`config.mk`:
```
export PLATFORM = sky130hd
export DESIGN_NAME = write_merge_buffer
export DESIGN_NICKNAME = d
export VERILOG_FILES = /design/src/rtl/write_merge_buffer.sv
export SDC_FILE = /design/constraint.sdc
export NUM_CORES = 1
export LEC_CHECK = 0
export CAP_MARGIN = 20
export CORE_UTILIZATION = 40
export CTS_CLUSTER_DIAMETER = 40
export DETAILED_ROUTE_END_ITERATION = 7
export GPL_TIMING_DRIVEN = 0
export PLACE_DENSITY_LB_ADDON = 0.3
export SLEW_MARGIN = 5
export SYNTH_ARGS = -nofsm -noshare
export SYNTH_HDL_FRONTEND = slang
export SYNTH_SLANG_ARGS = --single-unit
```
`constraint.sdc`:
```
create_clock -name clk -period 4 [get_ports clk]
set_clock_uncertainty 0.15 [all_clocks]
set_input_delay 0.4 -clock clk [delete_from_list [all_inputs] [get_ports clk]]
set_output_delay 0.4 -clock clk [all_outputs]
set_load 0.01 [all_outputs]
```
`src/rtl/write_merge_buffer.sv`:
```
// Write merge buffer: collects byte writes into one line and drains it to the cache on a miss, a full line or a flush.
// mem_resp follows an accepted write by one cycle; misses stall until the drain completes. Optional read forwarding: WMB_FORWARD_EN.
module write_merge_buffer #(
  parameter int WORD_BYTES = 2,
  parameter int LINE_WORDS = 8,
  parameter int ADDR_W     = 16
) (
  input  logic                               clk,
  input  logic                               rst,
  input  logic                               mem_write,
  input  logic [ADDR_W-1:0]                  mem_address,
  input  logic [8*WORD_BYTES-1:0]            mem_wdata,
  input  logic [WORD_BYTES-1:0]              mem_byte_enable,
  output logic                               mem_resp,
  input  logic                               flush,
  output logic                               flush_done,
  output logic                               line_write,
  output logic [ADDR_W-1:0]                  line_address,
  output logic [8*WORD_BYTES*LINE_WORDS-1:0] line_data,
  output logic [WORD_BYTES*LINE_WORDS-1:0]   line_mask,
  input  logic                               line_resp,
  output logic                               busy
`ifdef WMB_FORWARD_EN
  ,
  input  logic [ADDR_W-1:0]                  rd_address,
  input  logic [8*WORD_BYTES*LINE_WORDS-1:0] rd_line_in,
  output logic [8*WORD_BYTES*LINE_WORDS-1:0] rd_line_out
`endif
);

  localparam int LINE_BYTES = WORD_BYTES * LINE_WORDS;
  localparam int BOFF_W     = $clog2(WORD_BYTES);
  localparam int WIDX_W     = $clog2(LINE_WORDS);
  localparam int OFF_W      = $clog2(LINE_BYTES);
  localparam int TAG_W      = ADDR_W - OFF_W;
  localparam int LW         = 8 * LINE_BYTES;

  typedef enum logic [1:0] {EMPTY, MERGE, DRAIN} state_t;

  state_t                state_q, state_d;
  logic [TAG_W-1:0]      tag_q, tag_d;
  logic [LW-1:0]         data_q, data_d;
  logic [LINE_BYTES-1:0] mask_q, mask_d;
  logic                  mem_resp_q, flush_done_q, flush_ack_q;
  logic                  flush_ack_d;

  logic [TAG_W-1:0]      wr_tag;
  logic [WIDX_W-1:0]     word_idx;
  logic                  hit, be_zero, flush_pend, wr_req, accept, merge;
  logic [LW-1:0]         merged_data;
  logic [LINE_BYTES-1:0] merged_mask;

  assign wr_tag   = mem_address[ADDR_W-1:OFF_W];
  assign word_idx = mem_address[OFF_W-1:BOFF_W];
  assign hit      = (wr_tag == tag_q);
  assign be_zero  = (mem_byte_enable == '0);

  // A flush seen in EMPTY is answered once per request; writes wait while it is being answered.
  assign flush_pend = (state_q == EMPTY) && flush && !flush_ack_q;
  assign wr_req     = mem_write && !mem_resp_q && !flush_pend && !flush_done_q;
  assign accept     = wr_req && ((state_q == EMPTY) ||
                                 ((state_q == MERGE) && (hit || be_zero)));
  assign merge      = accept && !be_zero;

  always_comb begin
    merged_data = data_q;
    merged_mask = (state_q == EMPTY) ? '0 : mask_q;
    for (int b = 0; b < WORD_BYTES; b++) begin
      if (mem_byte_enable[b]) begin
        merged_data[(int'(word_idx) * WORD_BYTES + b) * 8 +: 8] = mem_wdata[b*8 +: 8];
        merged_mask[int'(word_idx) * WORD_BYTES + b]            = 1'b1;
      end
    end
  end

  always_comb begin
    state_d     = state_q;
    tag_d       = tag_q;
    data_d      = data_q;
    mask_d      = mask_q;
    flush_ack_d = flush ? (flush_ack_q || flush_pend) : 1'b0;
    case (state_q)
      EMPTY: begin
        if (merge) begin
          tag_d   = wr_tag;
          data_d  = merged_data;
          mask_d  = merged_mask;
          state_d = (&merged_mask) ? DRAIN : MERGE;
        end
      end
      MERGE: begin
        if (merge) begin
          data_d = merged_data;
          mask_d = merged_mask;
        end
        // A hit merges in the same cycle that a flush or full line sends us to DRAIN.
        if ((merge && (&merged_mask)) || flush || (wr_req && !hit && !be_zero))
          state_d = DRAIN;
      end
      DRAIN: begin
        if (line_resp) begin
          state_d = EMPTY;
          mask_d  = '0;
        end
      end
      default: state_d = EMPTY;
    endcase
  end

  always_ff @(posedge clk) begin
    if (rst) begin
      state_q      <= EMPTY;
      tag_q        <= '0;
      data_q       <= '0;
      mask_q       <= '0;
      mem_resp_q   <= 1'b0;
      flush_done_q <= 1'b0;
      flush_ack_q  <= 1'b0;
    end else begin
      state_q      <= state_d;
      tag_q        <= tag_d;
      data_q       <= data_d;
      mask_q       <= mask_d;
      mem_resp_q   <= accept;
      flush_done_q <= flush_pend;
      flush_ack_q  <= flush_ack_d;
    end
  end

  assign mem_resp     = mem_resp_q;
  assign flush_done   = flush_done_q;
  assign line_write   = (state_q == DRAIN);
  assign line_address = {tag_q, {OFF_W{1'b0}}};
  assign line_data    = data_q;
  assign line_mask    = mask_q;
  assign busy         = (state_q != EMPTY);

  logic unused_bits;
`ifdef WMB_FORWARD_EN
  logic rd_hit;
  assign rd_hit = (state_q != EMPTY) && (rd_address[ADDR_W-1:OFF_W] == tag_q);

  always_comb begin
    rd_line_out = rd_line_in;
    for (int b = 0; b < LINE_BYTES; b++) begin
      if (rd_hit && mask_q[b])
        rd_line_out[b*8 +: 8] = data_q[b*8 +: 8];
    end
  end

  assign unused_bits = ^{mem_address[OFF_W-1:0], rd_address[OFF_W-1:0]};
`else
  assign unused_bits = ^mem_address[OFF_W-1:0];
`endif

endmodule

```
Yosys cells after proc, flatten, opt, wreduce, memory -nomap -nowiden
Cells that the tools add are included.
{ "classes": {"add_sub_neg": 3, "order_cmp": 4, "n_eq_ne": 7, "shift": 4, "muxes": 19, "bitwise": 3, "reduce_logical": 35} }
{ "ops": {"columns": ["op", "count"], "rows": [
  ["128-bit bitwise mux", 2],
  ["128-bit 2-to-1 mux", 2],
  ["8-bit by 33-bit variable shift with 128-bit output (first input constant)", 2],
  ["8-bit by 33-bit indexed part select with 128-bit output", 2],
  ["16-bit 2-to-1 mux", 5],
  ["32-bit negation with 33-bit output", 1],
  ["7-bit negation with 33-bit output", 1],
  ["16-bit one-hot mux with 2 select lines", 1],
  ["16-bit by 15-bit OR with 16-bit output", 1],
  ["16-bit OR", 1],
  ["16-bit AND reduction", 1],
  ["1-bit logical AND", 13],
  ["12-bit == test", 1],
  ["2-bit 2-to-1 mux", 4],
  ["1-bit logical NOT", 6],
  ["2-bit by 1-bit inequality test with 1-bit output (second input constant)", 3],
  ["2-bit one-hot mux with 3 select lines", 1],
  ["3-bit AND reduction", 2],
  ["4-bit by 1-bit adder with 5-bit output (second input constant)", 1],
  ["5-bit by 1-bit greater-or-equal comparator with 1-bit output (second input constant)", 1],
  ["1-bit logical OR", 5],
  ["4-bit by 5-bit less-than comparator with 1-bit output (second input constant)", 1],
  ["5-bit less-than comparator (second input constant)", 1],
  ["1-bit demux with 4-bit select", 1],
  ["other kinds (11)", 16]
]} }
{ "totals": {"register_bits": 161, "output_inout_bits": 164, "elab_cells": 82} }

Longest topological paths before layout
Gate-level depths: netlist of run 1.
{ "depth": {"depth_word": 14, "ltp_mapped": 11, "depth_no_buf": 8} }

Worst setup path before layout of run 1
Ideal clock, no wire load.
{ "synth_timing": {"path_kind": "input port to flip-flop", "from": "input port mem_address[1]", "to": "register data_q[37] (netlist: line_data[37])", "setup_ns": 0.116, "arrival_ns": 2.713, "t_required_ns": 3.734, "path_slack_ns": 1.022, "stages": 11, "path_cell_list": "clkbuf_1 -> inv_1 -> ha_1 -> ha_1 -> nand2_1 -> nor3_1 -> nand2b_1 -> buf_1 -> or3_1 -> clkbuf_1 -> a31o_1"} }
{ "synth_between": {"elab_chain_len": 6} }
{ "synth_lines": {"columns": ["element", "line", "rtl"], "rows": [
  ["start: declaration", "11", "input logic [ADDR_W-1:0] mem_address,"],
  ["parallel branches: the longest is 5 deep, another holds 32-bit negation with 33-bit output", null, null],
  ["128-bit 2-to-1 mux *", "69", "if (mem_byte_enable[b]) begin"],
  ["end signal: assignment", "122", "data_q <= data_d;"],
  ["end: declaration", "42", "logic [LW-1:0] data_q, data_d;"]
]} }
Every way passes the cells marked *.
A chain may end at the register's enable or synchronous reset.

Worst setup path after layout of run 1
{ "layout_timing": {"from": "input port mem_address[1]", "to": "register data_q[39] (netlist: line_data[39])"} }
The elaborated chain is that of the path after synthesis.

==> results of run 1 <==
## cell type report
| class | instances | area share (%) |
|---|---|---|
| clock inverter | 10 | 1.61 |
| buffer | 64 | 2.84 |
| clock buffer | 21 | 4.57 |
| sequential | 161 | 32.7 |
| inverter | 12 | 0.457 |
| timing repair buffer | 197 | 20.0 |
| tap | 220 | 2.79 |
| multi-input combinational | 511 | 35.0 |
## worst reg2reg max path, cell delays in order, from the launching register on
cell and delay (ns):
dfxtp_1 0.33, xor2_1 0.19, nor4_4 0.43, a31o_1 0.22, buf_2 0.20, buf_2 0.26
nand3_1 0.48, mux2i_1 0.25
## kinds of logic after synthesis
logic type               synth area share [%]
AND/OR/NAND/NOR                          20.7
flip-flops                               46.2
AO/OA/AOI/OAI                            13.1
multiplexers                             12.7
buffers and inverters                    4.66
XOR/XNOR                                 1.51
adder cells (fa/ha/maj)                  1.08
other                                  0.0537
## registers in the layout (all words and copies together), names as in the netlist
register	cells
tag_q	12
line_data	128
state_q	2
mem_resp	1
flush_ack_q	1
line_mask	16
flush_done	1
## through the flow
step	power (mW)	std cells	hold WS [ns]	setup TNS, ns	util (%)
3_3_place_gp	2.03	1165	0.287	-1.43	54.9
2_1_floorplan	1.87	748	0.272	0	-
4_1_cts	3.72	1196	0.306	0	58.6
3_5_place_dp	2.03	1165	0.297	-2.03	54.9
5_1_grt	3.82	1196	0.328	0	58.6
6_report	3.70	1196	0.303	0	58.6
## cell usage in the layout, fill, tap and decap left out, types with 18 or more instances in the layout
cell type,instances
nand2_1,106
nor2_1,18
o21ai_0,20
a21oi_1,35
clkbuf_1,47
nand3_1,42
clkdlybuf4s50_1,197
nand4_1,26
dfxtp_1,161
mux2i_1,81
## per-layer routing
metal | vias to the layer above | part of all wire (%)
li1 | 3147 | -
met2 | 268 | 46
met1 | 3064 | 45
met5 | - | 0
met3 | 40 | 5.9
met4 | 0 | 2.6
## power by group
group | internal [mW] | total (mW) | switching, mW
logic | 0.131 | 0.365 | 0.234
registers | 1.62 | 1.63 | 0.0149
clock network | 1.06 | 1.70 | 0.639
## worst paths after layout
check | start | endpoint | slack (ns)
setup / recovery | mem_address[1] | line_data[39] | 0.26
hold / removal | flush_ack_q | flush_done | 0.30
setup reg to reg | tag_q[11] | line_data[96] | 1.35
hold reg to reg | flush_ack_q | flush_done | 0.30
## repair_timing
item	CTS	global route
endpoints found under the hold margin	0	0
hold buffers	0	0
resized for setup	0	1
setup endpoints to repair	0	8
==> flow_metrics.env, run 1 <==
export IMPL_cp_start_kind="primary input"
export IMPL_synth_edf_count=0
export IMPL_die_width_um=134
export IMPL_rsz0062_at_grt="no"
export IMPL_drt_vias_per_instance=5.45
export IMPL_p_per_area_nw_per_um2=375
export IMPL_worstMarginPinSlew_ns=0.946
export IMPL_final_area_um2=9860
export IMPL_place_area_um2=9240
export IMPL_arrival_ns=3.90
export IMPL_gp_congestion=0.862
export IMPL_ff_latch_area_um2=3220
export IMPL_fillCellCount=1521
export IMPL_max_stage_delay_ns=0.72
export IMPL_grt_ovfl_total=0
export IMPL_totalWireLength_mm=22.0
export IMPL_grt_use_met3_pct=4.50
export IMPL_cts_buffers=17
export IMPL_antenna_found_initial=0
export IMPL_grt_pass1_wl_mm=34.4
export IMPL_synth_flop_cell="dfxtp_1"
export IMPL_setup_violations=0
export IMPL_cts_setup_buffers=0
export IMPL_fmax_mhz=267
export IMPL_synth_most_common_cell="dfxtp_1"
export IMPL_endpoint_kind="register"
export IMPL_finalMaxSlewViolations=0
export IMPL_path_depth=12
export IMPL_status="finished, final reports clean"
export IMPL_ioPinCount=203
export IMPL_critPathKind="in -> reg"
export IMPL_dp_hpwl_mm=16.2
export IMPL_drive_gt1_share_pct=5.64
export IMPL_leakage_nw=3.78
export IMPL_cts_htree_levels=4
export IMPL_cts_tree="built"
export IMPL_die_area_um2=18000
export IMPL_use_met1_pct=33.8
export IMPL_drtPass1Iterations=5
export IMPL_clk_pin_slew_worst_paths_ns=0.06
export IMPL_wl_per_cell_um=18.4
export IMPL_drt_iter0_markers=443
export IMPL_clk_latency_ns=0.42
export IMPL_synth_seq_area_share_pct=46.2
export IMPL_yosys_top_cells_area="dfxtp_1 46%, mux2i_1 12%, nand2_1 5.7%, nand3_1 3.0%, a21oi_1 2.5%"
export IMPL_yosys_warnings=0
export IMPL_crit_fanout=10
export IMPL_period_minus_slack_ns=3.74
export IMPL_syn_area_per_cell_um2=9.37
export IMPL_post_place_ws_ns=-0.249
export IMPL_netlist_instances=745
export IMPL_drc=0
export IMPL_gr_usage_all_layers_pct=24.9
export IMPL_grt_max_degree=17
export IMPL_diodes=0
export IMPL_clockBufferDepth=2
export IMPL_cts_sinks=161
export IMPL_use_met2_pct=38.9
export IMPL_start_util_pct=41.5
export IMPL_yosys_area_top_type="dfxtp_1"
export IMPL_worst_path_max_delay_cell="clkdlybuf4s50_1"
export IMPL_maxCapViolCount=0
export IMPL_critPathTopFamily="buffers and inverters"
export IMPL_numPortBuffers=197
export IMPL_finalCritPeriodShare_pct=93.6
export IMPL_vias=6519
export IMPL_vdd_drop_max_uv=302
export IMPL_holdCritPathClass="reg -> reg"
export IMPL_core_area_um2=16800
export IMPL_busiest_layer="met2"
export IMPL_yosysUniqueCellTypes=59
export IMPL_ant_nets=0
export IMPL_grt_pass1_vias=6253
export IMPL_rows=47
export IMPL_nets=1009
export IMPL_hold_depth=1
export IMPL_ys_ff_latch=161
export IMPL_die_y_um=134
export IMPL_root_buffer="clkbuf_16"
export IMPL_synthArstFlopShare_pct=0
export IMPL_synth_common_cells="161 x dfxtp_1, 106 x nand2_1, 81 x mux2i_1, 44 x clkbuf_1, 42 x nand3_1"
export IMPL_maxSlewHeadroom_pct=36.1
export IMPL_fin_ws_ns=0.258
export IMPL_synth_top_area_share_pct=46.2
export IMPL_areaGrowthSynthToFinish_pct=41.1
export IMPL_cp_required_ns=4.16
export IMPL_multiInputGateArea_um2=3450
export IMPL_synth_area_um2=6980
export IMPL_hold_viol=0
export IMPL_worstPathCellList="clkdlybuf4s50_1 > clkbuf_1 > inv_1 > ha_1 > ha_1 > nand2_1 > nor3_2 > nand2b_1 > buf_1 > or3_1 > clkbuf_1 > a31o_1"
export IMPL_r2r_cells=7
export IMPL_worst_path_buf_inv=5
No activity file was read; power rests on OpenSTA's default activity.
==> run 2, diff against run 1 <==
- CAP_MARGIN: 20 -> 25
- CORE_MARGIN: not set -> 1
- REMOVE_ABC_BUFFERS: not set -> 1
==> run 2 against run 1 <==
Setup slack improved by 0.027 ns. Clock power is 8% lower. Sequential share of layout area is 0.66 points higher. Critical path depth fell by 3. Via count is 4.3% lower. First-iteration DRC count decreased by 9.3%. Global-route usage fell by 2.5 points. Final area fell by 2.0%. Final cell count down 4.8%. Wire length decreased by 8.7%. Worst hold slack better by 0.0051 ns. Register-to-register slack got worse by 0.68 ns. Critical path type unchanged.
==> flow_metrics.env, run 2 (synthesis results as in run 1) <==
export IMPL_ioPinCount=203
export IMPL_die_area_um2=18000
export IMPL_start_util_pct=41.5
export IMPL_largest_reg_flops=128
export IMPL_cts_sinks=161
export IMPL_tns_ns=0
export IMPL_gr_usage_all_layers_pct=22.4
export IMPL_wl_per_cell_um=17.6
export IMPL_worstPathCellList="clkdlybuf4s15_1 > inv_1 > ha_1 > ha_1 > nand2_1 > nor3_2 > nand2b_1 > or3_1 > a31o_1"
export IMPL_endpoint_kind="register"
export IMPL_p_per_area_nw_per_um2=367
export IMPL_critPathKind="in -> reg"
export IMPL_r2r_end="line_data[23]"
export IMPL_vias=6237
export IMPL_gp_congestion=0.815
export IMPL_fmax_mhz=269
export IMPL_clk_latency_ns=0.42
export IMPL_hold_depth=2
export IMPL_drtPass1Iterations=4
export IMPL_finalMaxSlewViolations=0
export IMPL_dp_hpwl_mm=14.2
export IMPL_layout_cells_non_filler=1139
export IMPL_p_total_mw=3.55
export IMPL_grt_max_degree=85
export IMPL_cts_tree="built"
export IMPL_clk_pin_slew_worst_paths_ns=0.06
export IMPL_root_buffer="clkbuf_16"
export IMPL_status="finished, final reports clean"
export IMPL_hold_end="line_data[64]"
export IMPL_period_minus_slack_ns=3.72
export IMPL_grt_pass1_vias=5844
export IMPL_post_place_ws_ns=-0.536
export IMPL_drc=0
export IMPL_hold_ws_ns=0.308
export IMPL_cp_required_ns=4.16
export IMPL_clockBufferDepth=2
export IMPL_drt_vias_per_instance=5.48
export IMPL_maxCapViolCount=0
export IMPL_hold_viol=0
export IMPL_cp_start_kind="primary input"
export IMPL_dp_cells=1106
export IMPL_max_stage_delay_ns=0.63
export IMPL_cts_htree_levels=4
export IMPL_vdd_drop_max_uv=293
export IMPL_crit_fanout=18
export IMPL_holdCritPathClass="reg -> reg"
export IMPL_die_y_um=134
export IMPL_setup_violations=0
export IMPL_finalCritPeriodShare_pct=92.9
export IMPL_ff2ff_setup_slack_ns=0.67
export IMPL_worst_path_max_delay_cell="clkdlybuf4s15_1"
export IMPL_reg2reg_from="state_q[1]"
export IMPL_worstMarginPinSlew_ns=0.965
export IMPL_crit_top_cell="ha_1"
export IMPL_leakage_nw=3.71
export IMPL_totalWireLength_mm=20.0
export IMPL_rsz0062_at_grt="no"
export IMPL_drive_gt1_share_pct=5.88
export IMPL_worst_path_buf_inv=2
export IMPL_postCtsHoldBufs=0
export IMPL_diodes=0
export IMPL_numPortBuffers=197
export IMPL_ant_nets=0
export IMPL_r2r_cells=5
export IMPL_core_area_um2=16800
export IMPL_final_cell_mix="194 x clkdlybuf4s50_1, 161 x dfxtp_1, 106 x nand2_1"
export IMPL_arrival_ns=3.88
export IMPL_drt_iter0_markers=402
export IMPL_grt_ovfl_total=0
export IMPL_rows=47
export IMPL_critPathTopFamily="simple AND/OR/NAND/NOR gates"
export IMPL_grt_pass1_wl_mm=31.8
export IMPL_cts_buffers=17
export IMPL_hp_start="line_data[64]"
export IMPL_die_width_um=134
export IMPL_antenna_found_initial=0
export IMPL_fin_ws_ns=0.285
export IMPL_areaGrowthSynthToFinish_pct=38.3
export IMPL_final_common_cell="clkdlybuf4s50_1"
export IMPL_nets=951
export IMPL_maxSlewHeadroom_pct=35.5
==> run 2: layout make-up <==
cell class              count  area [um2]
fillers                  1541        7160
multi-input cells         511        3450
flip-flops and latches    161        3220
repair buffers            203        2090
clock buffers              18         439
well taps                 220         275
clock inverters            14         130
inverters                  12        47.5
==> run 2: repair_timing <==
item | in CTS | in global routing
pin swaps | 0 | 0
buffers inserted | 0 | 0
setup endpoints to repair | 8 | 8
resized for setup | 1 | 3
==> run 2: where the power goes <==
group          total (mW)  internal [mW]  switching (mW)
Combinational       0.347          0.128           0.219
Clock                1.57          0.881           0.685
Sequential           1.63           1.62          0.0151
Total                3.55           2.63           0.920
==> run 2: metrics by stage <==
stage          utilization, %  area (um2)
6_report                 57.4        9660
5_1_grt                  57.4        9660
4_1_cts                  57.3        9640
3_5_place_dp             53.9        9070
3_3_place_gp             53.3        8960
2_1_floorplan               -        6710
==> run 2: worst max path at each step <==
| stage | startpoint | end | slack (ns) | depth (start not counted) |
|---|---|---|---|---|
| floorplan | rst | line_data[81] | 0.78 | 3 |
| global placement | rst | line_data[36] | -3.30 | 5 |
| detailed placement | mem_address[1] | line_data[39] | -0.54 | 9 |
| CTS | mem_address[2] | line_data[39] | 0.07 | 9 |
| global route | mem_address[1] | line_data[35] | 0.03 | 9 |
| finish | mem_address[1] | line_data[35] | 0.28 | 9 |
==> run 2: worst reg2reg max path: stages (launching register included) <==
cell     delay [ns]
dfxtp_1        0.36
nor4b_2        0.35
nor2b_1        0.47
nand2_1        0.58
or4_1          0.94
mux2_4         0.38
==> run 2: metal layers <==
layer / GRT usage (%) / part of all wire, %
met5: 0 / 0
met2: 34.6 / 46
met3: 4.65 / 4.9
met1: 31.0 / 48
met4: 7.49 / 1.4
